<file path="config.mk">
export PLATFORM = sky130hd
export DESIGN_NAME = cut_ctl_agc
export DESIGN_NICKNAME = d
export VERILOG_FILES = /design/src/rtl/cut_ctl_agc_pkg.sv /design/src/rtl/cut_hdrm_det.sv /design/src/rtl/cut_ctl_agc.sv
export SDC_FILE = /design/constraint.sdc
export NUM_CORES = 1
export LEC_CHECK = 0
export CORE_MARGIN = 5
export CORE_UTILIZATION = 52
export CTS_BUF_LIST = sky130_fd_sc_hd__clkbuf_16
export DETAILED_ROUTE_END_ITERATION = 12
export GPL_ROUTABILITY_DRIVEN = 0
export PLACE_DENSITY = 0.81
export SETUP_SLACK_MARGIN = 0.5
export SLEW_MARGIN = 20
export SYNTH_ARGS = -nofsm -noshare
export SYNTH_HDL_FRONTEND = slang
export SYNTH_HIERARCHICAL = 1
export SYNTH_SLANG_ARGS = --single-unit
</file>
<file path="constraint.sdc">
create_clock -name clk -period 3.7 [get_ports clk]
set_clock_uncertainty 0.15 [all_clocks]
set_input_delay 0.74 -clock clk [delete_from_list [all_inputs] [get_ports clk]]
set_output_delay 0.74 -clock clk [all_outputs]
set_load 0.02 [all_outputs]
</file>
<file path="src/rtl/cut_ctl_agc_pkg.sv">
// Shared constants and helpers for the per-frame cut selector and the
// 32-to-16-bit truncation stage it drives.
package cut_ctl_agc_pkg;

  localparam logic [2:0] CUT_SAFE   = 3'd7;
  localparam int         GAIN_MAX   = 7;
  localparam int         HDRM_W_MAX = 64;

  typedef enum logic {
    ST_IDLE,
    ST_ACCUM
  } agc_state_t;

  // Level 0 is the coarsest cut; level k+1 selects cut code k.
  function automatic logic [2:0] level_to_cut(input logic [2:0] lvl);
    return (lvl == 3'd0) ? CUT_SAFE : lvl - 3'd1;
  endfunction

  function automatic logic [2:0] cut_to_level(input logic [2:0] cut);
    return (cut == CUT_SAFE) ? 3'd0 : cut + 3'd1;
  endfunction

  // Redundant sign bits below the MSB of a len-bit word, capped at GAIN_MAX.
  function automatic logic [2:0] hdrm_count(input logic [HDRM_W_MAX-1:0] word,
                                            input int unsigned           len);
    logic [2:0] cnt;
    logic       run;
    logic       sign;
    logic [5:0] idx;
    cnt  = '0;
    run  = 1'b1;
    sign = word[6'(len - 1)];
    for (int i = 1; i <= GAIN_MAX; i++) begin
      idx = 6'(len - 1 - i);
      if (run && (word[idx] == sign)) cnt = cnt + 3'd1;
      else                            run = 1'b0;
    end
    return cnt;
  endfunction

endpackage

</file>
<file path="src/rtl/cut_hdrm_det.sv">
// Combinational sign-headroom count of one LEN-bit two's-complement word.
module cut_hdrm_det
  import cut_ctl_agc_pkg::*;
#(
  parameter int LEN = 32
) (
  input  logic [LEN-1:0] word_i,
  output logic [2:0]     hdrm_o
);

  assign hdrm_o = hdrm_count(HDRM_W_MAX'(word_i), LEN);

endmodule

</file>
<file path="src/rtl/cut_ctl_agc.sv">
// Per-frame automatic cut selector: tracks worst-case I/Q headroom over a
// frame and picks the finest safe cut, fast attack / slow release.
module cut_ctl_agc
  import cut_ctl_agc_pkg::*;
#(
  parameter int LEN         = 32,
  parameter int HOLD_FRAMES = 4,
  parameter int CNT_W       = 16
) (
  input  logic             clk,
  input  logic             rst,
  input  logic [LEN-1:0]   data_i,
  input  logic [LEN-1:0]   data_q,
  input  logic             in_valid,
  input  logic             frame_start,
  input  logic             man_en,
  input  logic [2:0]       man_cut,
  output logic [2:0]       cut_ctl,
  output logic             cut_upd,
  output logic [CNT_W-1:0] sat_cnt,
  output logic [2:0]       hr_min
);

  localparam int                HOLD_W    = $clog2(HOLD_FRAMES + 1);
  localparam logic [HOLD_W-1:0] HOLD_LAST = HOLD_W'(HOLD_FRAMES - 1);

  logic [2:0] r_i, r_q, r_s;

  cut_hdrm_det #(.LEN(LEN)) u_det_i (.word_i(data_i), .hdrm_o(r_i));
  cut_hdrm_det #(.LEN(LEN)) u_det_q (.word_i(data_q), .hdrm_o(r_q));

  assign r_s = (r_i < r_q) ? r_i : r_q;

  agc_state_t        state_q;
  logic              s1_vld_q, s1_sat_q, s1_fs_q, s1_dec_q;
  logic [2:0]        s1_r_q;
  logic [2:0]        acc_min_q, acc_min_d;
  logic [CNT_W-1:0]  acc_sat_q, acc_sat_d;
  logic              acc_n_q, acc_n_d;
  logic [2:0]        frm_min_q;
  logic [CNT_W-1:0]  frm_sat_q;
  logic              frm_n_q, dec_q;
  logic [2:0]        g_q, g_d, cut_q, cut_d, hr_min_q, hr_min_d;
  logic [HOLD_W-1:0] hold_q, hold_d;
  logic [CNT_W-1:0]  sat_cnt_q, sat_cnt_d;
  logic              upd_q, upd_d;

  // A frame boundary reloads the accumulator, then folds in the sample in flight.
  always_comb begin
    // NOTE: every combinational output is defaulted first so no path can infer a latch.
    acc_min_d = s1_fs_q ? 3'd7 : acc_min_q;
    acc_sat_d = s1_fs_q ? '0   : acc_sat_q;
    acc_n_d   = s1_fs_q ? 1'b0 : acc_n_q;
    if (s1_vld_q) begin
      if (s1_r_q < acc_min_d) acc_min_d = s1_r_q;
      if (acc_sat_d != '1)    acc_sat_d = acc_sat_d + {{(CNT_W-1){1'b0}}, s1_sat_q};
      acc_n_d = 1'b1;
    end
  end

  always_comb begin
    g_d       = g_q;
    hold_d    = hold_q;
    cut_d     = cut_q;
    hr_min_d  = hr_min_q;
    sat_cnt_d = sat_cnt_q;
    upd_d     = 1'b0;
    if (dec_q && frm_n_q) begin
      upd_d     = 1'b1;
      hr_min_d  = frm_min_q;
      sat_cnt_d = frm_sat_q;
      if (man_en) begin
        cut_d  = man_cut;
        g_d    = cut_to_level(man_cut);
        hold_d = '0;
      end else begin
        if (frm_min_q < g_q) begin
          g_d    = frm_min_q;
          hold_d = '0;
        end else if (frm_min_q > g_q) begin
          if (hold_q == HOLD_LAST) begin
            g_d    = g_q + 3'd1;
            hold_d = '0;
          end else begin
            hold_d = hold_q + 1'b1;
          end
        end else begin
          hold_d = '0;
        end
        cut_d = level_to_cut(g_d);
      end
    end
  end

  // Samples are only admitted once the first frame boundary has been seen.
  always_ff @(posedge clk or posedge rst) begin
    if (rst) begin
      // NOTE: state uses non-blocking assignments so all registers update from pre-edge values.
      state_q   <= ST_IDLE;
      s1_vld_q  <= 1'b0;
      s1_sat_q  <= 1'b0;
      s1_fs_q   <= 1'b0;
      s1_dec_q  <= 1'b0;
      s1_r_q    <= 3'd7;
      acc_min_q <= 3'd7;
      acc_sat_q <= '0;
      acc_n_q   <= 1'b0;
      frm_min_q <= 3'd7;
      frm_sat_q <= '0;
      frm_n_q   <= 1'b0;
      dec_q     <= 1'b0;
      g_q       <= 3'd0;
      hold_q    <= '0;
      cut_q     <= CUT_SAFE;
      hr_min_q  <= 3'd7;
      sat_cnt_q <= '0;
      upd_q     <= 1'b0;
    end else begin
      if (state_q == ST_IDLE && frame_start) state_q <= ST_ACCUM;
      s1_vld_q  <= in_valid && (state_q == ST_ACCUM || frame_start);
      s1_r_q    <= r_s;
      s1_sat_q  <= (r_s < g_q);
      s1_fs_q   <= frame_start;
      s1_dec_q  <= frame_start && (state_q == ST_ACCUM);
      acc_min_q <= acc_min_d;
      acc_sat_q <= acc_sat_d;
      acc_n_q   <= acc_n_d;
      if (s1_fs_q) begin
        frm_min_q <= acc_min_q;
        frm_sat_q <= acc_sat_q;
        frm_n_q   <= acc_n_q;
      end
      dec_q     <= s1_dec_q;
      g_q       <= g_d;
      hold_q    <= hold_d;
      cut_q     <= cut_d;
      hr_min_q  <= hr_min_d;
      sat_cnt_q <= sat_cnt_d;
      upd_q     <= upd_d;
    end
  end

  assign cut_ctl = cut_q;
  assign cut_upd = upd_q;
  assign sat_cnt = sat_cnt_q;
  assign hr_min  = hr_min_q;

endmodule
</file>
Yosys cells after proc, flatten, opt, wreduce, memory -nomap -nowiden
Cells that the tools add are included.

Bitwise operators: 1. Divide/modulo/power cells: 0. Muxes and demuxes: 49. Reduce and logical (&&, ||, !) cells: 19. Equal/unequal tests: 17. Magnitude comparators: 5. Multiply operators: 0. Add/subtract/negate cells: 17. Shift-type cells: 0.

Operators with widths (number): $mux W3 (29); $mux W16 (3); $add A3 B1 Y3 const B (15); $mux W1 (17); $add A16 B1 Y16 (1); $logic_and A1 B1 Y1 (16); $ne A16 B16 Y1 const B (1); $eq A1 B1 Y1 (14); $lt A3 B3 Y1 (4); $eq A3 B2 Y1 const B (1); $eq A3 B3 Y1 const B (1); $gt A3 B3 Y1 (1); $logic_not A3 Y1 (1); $sub A3 B1 Y3 const B (1); $reduce_bool A2 Y1 (1); $logic_or A1 B1 Y1 (1); $not A1 Y1 (1).

Bits of input ports: 72. Memories: 0. Bits in read-only memories: 0. Register bits: 78. Latch bits: 0. Output and inout port bits: 23. Bits in writable memories: 0. Word-level logic and storage cells: 127.

Longest topological paths before layout
Gate-level depths: netlist of run 1.

Depth in word-level cells: 17. Depth in mapped cells: 28. Depth with buffers taken out: 26.

Hierarchy
The synthesis of run 1 kept the hierarchy.

By module, submodules not included: cut_ctl_agc (cells an instance 348, area each 3653.5 sq um, times used 1, sequential area each 1970.6 sq um); cut_hdrm_det (cells an instance 76, area each 489.2 sq um, times used 2, sequential area each 0.0 sq um).

Least setup slack after synthesis of run 1
OpenSTA, ideal clock, no wires.

Kind: input to register. From: input port data_q[31]. To: register s1_sat_q. Path slack: -1.819 ns. Setup time: 0.077 ns. Cell stages on the path: 26. Arrival: 5.291 ns. Required time: 3.473 ns. Buffers on the path: 2. Path through: buf_6 -> clkbuf_1 -> or2_2 -> o21bai_1 -> ha_1 -> o21a_1 -> ha_1 -> nand2_1 -> nand2_1 -> ha_1 -> mux2i_1 -> o21ai_0 -> ha_1 -> and2_0 -> a32o_1 -> or4_4 -> nand3_2 -> xor2_1 -> inv_1 -> ha_1 -> a21oi_1 -> nand2_1 -> o21ai_0 -> ha_1 -> a21o_1 -> a21oi_1.

Word-level cells in the longest chain between the ends: 17. Elaborated cells on any way between the ends: 35. Classes of those cells: add/sub (6); order compare (2); eq/ne (7); mux (14); reduce/logical (6).

Ends and longest elaborated chain: from (decl) (RTL line cut_ctl_agc.sv:13) `input logic [LEN-1:0] data_q,`; $eq A1 B1 Y1 (RTL line cut_ctl_agc_pkg.sv:35) `if (run && (word[idx] == sign)) cnt = cnt + 3'd1;`; $mux W1 (RTL line cut_ctl_agc_pkg.sv:35); $add A3 B1 Y3 / $logic_and A1 B1 Y1 (equally long branches) (RTL line cut_ctl_agc_pkg.sv:35); $mux W3 / $mux W1 (equally long branches) (RTL line cut_ctl_agc_pkg.sv:35); $add A3 B1 Y3 / $logic_and A1 B1 Y1 (equally long branches) (RTL line cut_ctl_agc_pkg.sv:35); $mux W3 / $mux W1 (equally long branches) (RTL line cut_ctl_agc_pkg.sv:35); $add A3 B1 Y3 / $logic_and A1 B1 Y1 (equally long branches) (RTL line cut_ctl_agc_pkg.sv:35); $mux W3 / $mux W1 (equally long branches) (RTL line cut_ctl_agc_pkg.sv:35); [3 not listed]; $mux W3 / $mux W1 (equally long branches) (RTL line cut_ctl_agc_pkg.sv:35); $add A3 B1 Y3 / $logic_and A1 B1 Y1 (equally long branches) (RTL line cut_ctl_agc_pkg.sv:35); $mux W3 (*) (RTL line cut_ctl_agc_pkg.sv:35); named net r_q[2] (RTL line cut_ctl_agc.sv:27) `logic [2:0] r_i, r_q, r_s;`; $lt A3 B3 Y1 (*) (RTL line cut_ctl_agc.sv:32) `assign r_s = (r_i < r_q) ? r_i : r_q;`; $mux W3 (*) (RTL line cut_ctl_agc.sv:32); named net r_s[1] (RTL line cut_ctl_agc.sv:27); $lt A3 B3 Y1 (*) (RTL line cut_ctl_agc.sv:122) `s1_sat_q <= (r_s < g_q);`; to (signal assigned) (RTL line cut_ctl_agc.sv:122); to (decl) (RTL line cut_ctl_agc.sv:35) `logic s1_vld_q, s1_sat_q, s1_fs_q, s1_dec_q;`.

Mark *: on every way through the listed nets, which the timed path passes. The rest lies on a longest branch. A chain may end at the register's enable or synchronous reset.

Worst setup path after layout of run 1
From: input port data_i[29]. To: register s1_sat_q.

Word-level cells in the longest chain between the ends: 16. Elaborated cells on any way between the ends: 26. Classes of those cells: add/sub (5); order compare (2); eq/ne (1); mux (12); reduce/logical (6).

Ends and longest elaborated chain: from (decl) (RTL line cut_ctl_agc.sv:12) `input logic [LEN-1:0] data_i,`; $eq A1 B1 Y1 (*) (RTL line cut_ctl_agc_pkg.sv:35); $logic_and A1 B1 Y1 (*) (RTL line cut_ctl_agc_pkg.sv:35); $mux W3 / $mux W1 (equally long branches) (RTL line cut_ctl_agc_pkg.sv:35); $add A3 B1 Y3 / $logic_and A1 B1 Y1 (equally long branches) (RTL line cut_ctl_agc_pkg.sv:35); $mux W3 / $mux W1 (equally long branches) (RTL line cut_ctl_agc_pkg.sv:35); $add A3 B1 Y3 / $logic_and A1 B1 Y1 (equally long branches) (RTL line cut_ctl_agc_pkg.sv:35); $mux W3 / $mux W1 (equally long branches) (RTL line cut_ctl_agc_pkg.sv:35); $add A3 B1 Y3 / $logic_and A1 B1 Y1 (equally long branches) (RTL line cut_ctl_agc_pkg.sv:35); [2 not listed]; $mux W3 / $mux W1 (equally long branches) (RTL line cut_ctl_agc_pkg.sv:35); $add A3 B1 Y3 / $logic_and A1 B1 Y1 (equally long branches) (RTL line cut_ctl_agc_pkg.sv:35); $mux W3 (*) (RTL line cut_ctl_agc_pkg.sv:35); named net r_i[2] (RTL line cut_ctl_agc.sv:27); $lt A3 B3 Y1 (*) (RTL line cut_ctl_agc.sv:32); $mux W3 (*) (RTL line cut_ctl_agc.sv:32); named net r_s[1] (RTL line cut_ctl_agc.sv:27); $lt A3 B3 Y1 (*) (RTL line cut_ctl_agc.sv:122).

Marks and branches as above.

==> results of run 1 <==
-- cells in the final DEF (no fill, tap or decap), types with 4 or more instances in the layout --
cell              n
a21boi_1          4
a21o_1            6
a21oi_1          25
and3_1            5
buf_4            66
buf_6             4
clkbuf_16         9
clkdlybuf4s50_1  36
dfrtp_1          63
dfstp_2          15
ha_1             17
ha_4              6
inv_1            13
inv_2             5
mux2_2           24
nand2_1          94
nand2_2           5
nand3_1          14
nand3b_1          5
nor2_1           25
nor2b_1           6
nor3_1            6
nor4_1            4
o21ai_0          19
o22ai_1           7
o31ai_1           4
or2_4             4
or3_1             4
xnor2_1          11
-- metrics by stage --
step                      hold slack, ps  total power, mW  setup WS [ps]  instances  utilization, %
after global routing                 230             2.86          -1470        715            71.1
after global placement               186             1.63          -1910        685            63.9
final                                223             2.72          -1350        715            71.1
after detailed placement             204             1.67          -2230        685            63.9
after CTS                            225             2.70          -1270        711            69.5
after floorplan                      181             1.43          -1560        500               -
-- area by class of cell --
cell class                      count  area share, %
Tap cell                          108           2.18
Timing Repair Buffer              114           15.8
Clock buffer                        9           3.63
Multi-Input combinational cell    381           43.7
Sequential cell                    78           31.8
Clock inverter                      7           1.80
Inverter                           18           1.09
-- metal layers --
layer,global-route usage [%],vias up,wire length [um]
met1,23.1,1997,4580
met3,3.97,45,374
met2,37.9,128,6120
met5,0,-,0
met4,9.07,0,384
li1,-,1970,-
-- power by group --
group | switching, mW | internal [mW] | leakage (nW) | total [mW]
registers | 0.0642 | 0.962 | 0.993 | 1.03
clock network | 0.331 | 0.655 | 0.165 | 0.985
logic | 0.377 | 0.327 | 1.73 | 0.705
-- logic make-up (layout without fill, tap and decap cells) --
group | count (synthesis) | count (layout)
compound gates | 105 | 105
xor+xnor | 14 | 14
fa+ha+maj | 26 | 26
buf+inv | 41 | 148
flops | 78 | 78
mux | 27 | 27
simple gates | 209 | 209
-- worst paths after layout --
check	endpoint	cells past startpoint	start
worst max-delay path	s1_sat_q$_DFF_PP0_	24	data_i[29]
worst min-delay path	dec_q$_DFF_PP0_	0	s1_dec_q$_DFF_PP0_
max in group asynchronous	s1_fs_q$_DFF_PP0_	3	rst
worst max register to register	cut_ctl[2]$_DFFE_PP1P_	11	frm_min_q[0]$_DFFE_PP1P_
min in group asynchronous	hold_q[0]$_DFFE_PP0P_	2	rst
worst min register to register	dec_q$_DFF_PP0_	0	s1_dec_q$_DFF_PP0_
-- timing repair --
action,CTS,global route
pin swaps,34,22
setup buffers,10,4
gates resized for setup,59,29
setup endpoints to repair,4,4
-- sequential cells by signal, summed over array words and instances (netlist names), 3 cells and up --
signal     count
g_q            3
hr_min         3
frm_sat_q     16
hold_q         3
frm_min_q      3
sat_cnt       16
acc_sat_q     16
s1_r_q         3
acc_min_q      3
cut_ctl        3
==> impl_metrics.json, run 1 <==
{
  "status": "complete, but fails checks",
  "violations": "negative setup slack",
  "start_util_pct": 53.1,
  "synth.distinct_cells": 63,
  "power.density_nw_per_um2": 438,
  "clock_latency_ps": 330,
  "p_leak_nw": 2.89,
  "grt_pass1_vias": 4236,
  "cap_violations": 0,
  "core_um2": 8720,
  "clk_path_buf_depth": 2,
  "synth_flop_cell": "dfrtp_1",
  "grt_overflow": 0,
  "first_pass_iters": 5,
  "num_rows": 34,
  "clock_sinks": 78,
  "crit_path_max_fanout": 3,
  "syn-num-nets": 598,
  "hold_viol": 0,
  "yosysWarnings": 6,
  "final.setup.worst_slack_ps": -1350,
  "cts_hold_buf": 0,
  "die_h_um": 104,
  "synth_most_common_cell": "nand2_1",
  "setup_viol": 4,
  "synthXorXnorAreaFrac_pct": 2.65,
  "clk_pin_slew_ps": 60,
  "synthMuxAreaShare_pct": 6.48,
  "cp_num_buf_inv": 1,
  "synth_top_cell_by_area": "dfrtp_1",
  "dpl.hpwl_um": 7460,
  "dieArea_um2": 10900,
  "synth-compound-area-share_pct": 14.3,
  "wl_um": 11500,
  "wl_per_cell_um": 16.0,
  "rsz0062_at_grt": "true",
  "relSlewSlack_pct": 47.1,
  "layout.nets": 700,
  "die_width_um": 104,
  "crit_path_max_incr_delay_ps": 550,
  "synth_top_family_by_area": "simple AND/OR/NAND/NOR gates",
  "cts_tree": "done",
  "slowest_stage": "or4_4",
  "hp-class": "reg2reg",
  "drive_above_1_share_pct": 30.8,
  "regArea_um2": 1970,
  "ys_top_cells_by_count": "nand2_1 (98), dfrtp_1 (63), a21oi_1 (29), nor2_1 (27), ha_1 (26)",
  "ys_async_sr_fraction_pct": 100,
  "yosys_register_bits": 78,
  "synthTopCellsByArea": "dfrtp_1 (34%), dfstp_2 (8.5%), nand2_1 (7.9%)",
  "area_delta_synth_final_pct": 33.9,
  "ir_drop_mv": 0.269,
  "reg2reg_setup_slack_ps": 870,
  "root_buffer": "clkbuf_16",
  "yosysTopAreaCellShare_pct": 34.0,
  "cts_buffers": 9,
  "synthSimpleGateAreaFrac_pct": 22.7,
  "cp_common_cell": "ha_4",
  "port_buffers": 46,
  "drc": 0,
  "yosysSeqAreaShare_pct": 42.5,
  "fin_setup_tns_ps": -3980,
  "htreeDepth": 3,
  "diodes": 0,
  "synth_edf_count": 0,
  "drt_iter0_markers": 221,
  "crit_chain": "buf_8 -> or2_4 -> o21ai_2 -> ha_1 -> o21a_1 -> ha_4 -> nand2_2 -> nand2_2 -> ha_4 -> mux2i_1 -> o21ai_1 -> ha_2 -> and2_0 -> a32o_2 -> or4_4 -> nand3_4 -> xor2_4 -> ha_4 -> a21oi_4 -> nand2_1 -> o21ai_2 -> ha_1 -> a21o_1 -> a21oi_2",
  "synth_cells": 500,
  "endpoint_kind": "flop",
  "multi_input_area_um2": 2710,
  "antenna_found_initial": 0,
  "final_cell_area_um2": 6200,
  "max_freq_mhz": 198,
  "drtAntennaViolNets": 0,
  "path_class": "in2reg",
  "ios": 95,
  "grt_max_degree": 43,
  "path_delay_family": "adder cells",
  "postSynthAreaPerCell_um2": 9.26,
  "finalCriticalPeriod_ps": 5050,
  "syn-cell-area_um2": 4630,
  "vias": 4140,
  "nFillCells": 644,
  "period_share_pct": 137,
  "critical_path_required_ps": 3810,
  "slew_viol_final": 0,
  "worst_pin_slew_ps": 792,
  "grt_pass1_wl_um": 18900,
  "synthAdderAreaFrac_pct": 7.02,
  "via_per_inst": 5.79,
  "startpoint_type": "primary input",
  "dpl-instance-area_um2": 5570,
  "grtUsageTotal_pct": 20.7,
  "arrival_ps": 5160
}
Power figures use the tool's default switching activity.
==> inputs of run 2 (changes only) <==
--- a/config.mk
+++ b/config.mk
@@ -9,7 +9,6 @@
 export CORE_UTILIZATION = 52
 export CTS_BUF_LIST = sky130_fd_sc_hd__clkbuf_16
 export DETAILED_ROUTE_END_ITERATION = 12
-export GPL_ROUTABILITY_DRIVEN = 0
 export PLACE_DENSITY = 0.81
 export SETUP_SLACK_MARGIN = 0.5
 export SLEW_MARGIN = 20
==> results of run 2 <==
No change in the layout: final DEF, timing and power equal those of run 1.
==> inputs of run 3 (changes only) <==
--- a/config.mk
+++ b/config.mk
@@ -11,6 +11,7 @@
 export DETAILED_ROUTE_END_ITERATION = 12
 export PLACE_DENSITY = 0.81
 export SETUP_SLACK_MARGIN = 0.5
+export SKIP_CTS_REPAIR_TIMING = 1
 export SLEW_MARGIN = 20
 export SYNTH_ARGS = -nofsm -noshare
 export SYNTH_HDL_FRONTEND = slang
==> run 3 against run 2 <==
The run still ends with negative setup slack left. Non-clock buffer count is 3 lower. Global-route usage is 0.82 points lower. Hold slack worse by 2.2 ps. First-iteration DRC count is 25% lower. Via count is 2.0% lower. Register-to-register slack hardly changed. Core utilization is 0.20 points lower. Combinational power is 1% lower. Setup slack better by 36 ps. Clock power hardly changed. Design area is 0.28% lower. Critical endpoint unchanged.
==> impl_metrics.json, run 3 (synthesis results as in run 1) <==
{
  "gp_congestion": 0.889,
  "rsz0062_at_grt": "true",
  "root_buffer": "clkbuf_16",
  "final_util_pct": 70.9,
  "layout.nets": 697,
  "slew_viol_final": 0,
  "arrival_ps": 5130,
  "crit_chain": "buf_6 -> or2_1 -> o21ai_2 -> ha_1 -> o21a_1 -> ha_4 -> nand2_2 -> nand2_2 -> ha_4 -> mux2i_1 -> o21ai_1 -> ha_2 -> and2_0 -> a32o_2 -> or4_4 -> nand3_4 -> xor2_4 -> ha_4 -> a21oi_4 -> nand2_1 -> o21ai_2 -> ha_1 -> a21o_1 -> a21oi_2",
  "placedCellCount": 685,
  "die_h_um": 104,
  "cts_buffers": 9,
  "wl_um": 11000,
  "wl_per_cell_um": 15.5,
  "cts_tree": "done",
  "drtAntennaViolNets": 0,
  "whs_endpoint": "dec_q$_DFF_PP0_",
  "path_class": "in2reg",
  "status": "complete, but fails checks",
  "regToRegEndpoint": "cut_ctl[2]$_DFFE_PP1P_",
  "period_share_pct": 136,
  "startpoint_type": "primary input",
  "grt_max_degree": 43,
  "grt_pass1_vias": 4091,
  "final.setup.worst_slack_ps": -1320,
  "area_delta_synth_final_pct": 33.5,
  "crit_path_max_incr_delay_ps": 490,
  "hold_viol": 0,
  "min_from": "s1_dec_q$_DFF_PP0_",
  "via_per_inst": 5.70,
  "antenna_found_initial": 0,
  "grtUsageTotal_pct": 19.9,
  "vias": 4058,
  "htreeDepth": 3,
  "relSlewSlack_pct": 46.7,
  "power.density_nw_per_um2": 437,
  "hold_path_depth": 0,
  "r2r_start": "frm_min_q[0]$_DFFE_PP1P_",
  "die_width_um": 104,
  "fin_setup_tns_ps": -3670,
  "drc": 0,
  "violations": "negative setup slack",
  "clk_path_buf_depth": 2,
  "p_leak_nw": 2.89,
  "ios": 95,
  "finalCriticalPeriod_ps": 5020,
  "first_pass_iters": 4,
  "post-place-ws_ps": -2230,
  "dpl.hpwl_um": 7460,
  "endpoint_kind": "flop",
  "grt_pass1_wl_um": 18200,
  "setup_viol": 4,
  "num_rows": 34,
  "grt_overflow": 0,
  "drt_iter0_markers": 166,
  "dieArea_um2": 10900,
  "final_cell_mix": "nand2_1 (94), dfrtp_1 (63), buf_4 (60)",
  "port_buffers": 46,
  "instances_no_fill": 712,
  "critical_path_required_ps": 3810,
  "ir_drop_mv": 0.269,
  "diodes": 0,
  "reg2reg_setup_slack_ps": 860,
  "cap_violations": 0,
  "clock_latency_ps": 330,
  "drive_above_1_share_pct": 29.6,
  "clock_sinks": 78,
  "hp-class": "reg2reg",
  "max_freq_mhz": 199,
  "layout_commonest_cell": "nand2_1",
  "clk_pin_slew_ps": 60,
  "core_um2": 8720,
  "cp_common_cell": "ha_4",
  "slowest_stage": "or4_4",
  "worst_pin_slew_ps": 798,
  "crit_path_max_fanout": 4,
  "ff2ff_path_depth": 11,
  "start_util_pct": 53.1
}
run 3: changes by cell type in the layout (fill, tap and decap cells not counted), sizes merged:
cell	before	now
dlymetal6s2s	2	3
clkbuf	10	12
buf	75	69
run 3: metal layers:
layer  up-vias  global-route usage [%]  part of all wire [%]
met5         -                       0                     0
met4         0                    8.23                   2.6
met3        29                    3.91                   3.2
met2        95                    36.2                    54
met1      1970                    22.5                    41
li1       1964                       -                     -
run 3: how the worst max path moves through the flow:
stage	to	start	depth (start not counted)	slack (ps)
finish	s1_sat_q$_DFF_PP0_	data_i[29]	24	-1320
global route	s1_sat_q$_DFF_PP0_	data_i[29]	24	-1450
CTS	s1_sat_q$_DFF_PP0_	data_q[30]	25	-1920
detailed placement	s1_sat_q$_DFF_PP0_	data_q[30]	25	-2230
global placement	s1_sat_q$_DFF_PP0_	data_q[30]	25	-1910
floorplan	s1_sat_q$_DFF_PP0_	data_q[31]	26	-1560
run 3: final cells by class:
type,count,area (um2)
inverters,18,67.6
fillers,640,2540
flip-flops and latches,78,1970
multi-input cells,381,2700
repair buffers,111,977
clock inverters,7,111
clock buffers,9,225
well taps,108,135
run 3: report_power, final:
| group | total, mW | switching (mW) | internal, mW |
|---|---|---|---|
| registers | 1.02 | 0.0615 | 0.962 |
| logic | 0.697 | 0.369 | 0.328 |
| clock network | 0.985 | 0.331 | 0.655 |
run 3: worst max-delay path, delay by kind of cell:
family                     cells  cell delay, ps
xor gates and xnor gates       1             200
and+or+nand+nor                7            1230
buffers and inverters          1             100
muxes                          1             150
AOI/OAI and AO/OA              8            1270
adders and majority gates      6            1450
run 3: stage by stage:
stage	area, um2	hold slack (ps)	power, mW
6_report	6180	221	2.71
4_1_cts	5910	225	2.67
3_3_place_gp	5570	186	1.63
3_5_place_dp	5570	204	1.67
5_1_grt	6180	230	2.85
2_1_floorplan	4710	181	1.43
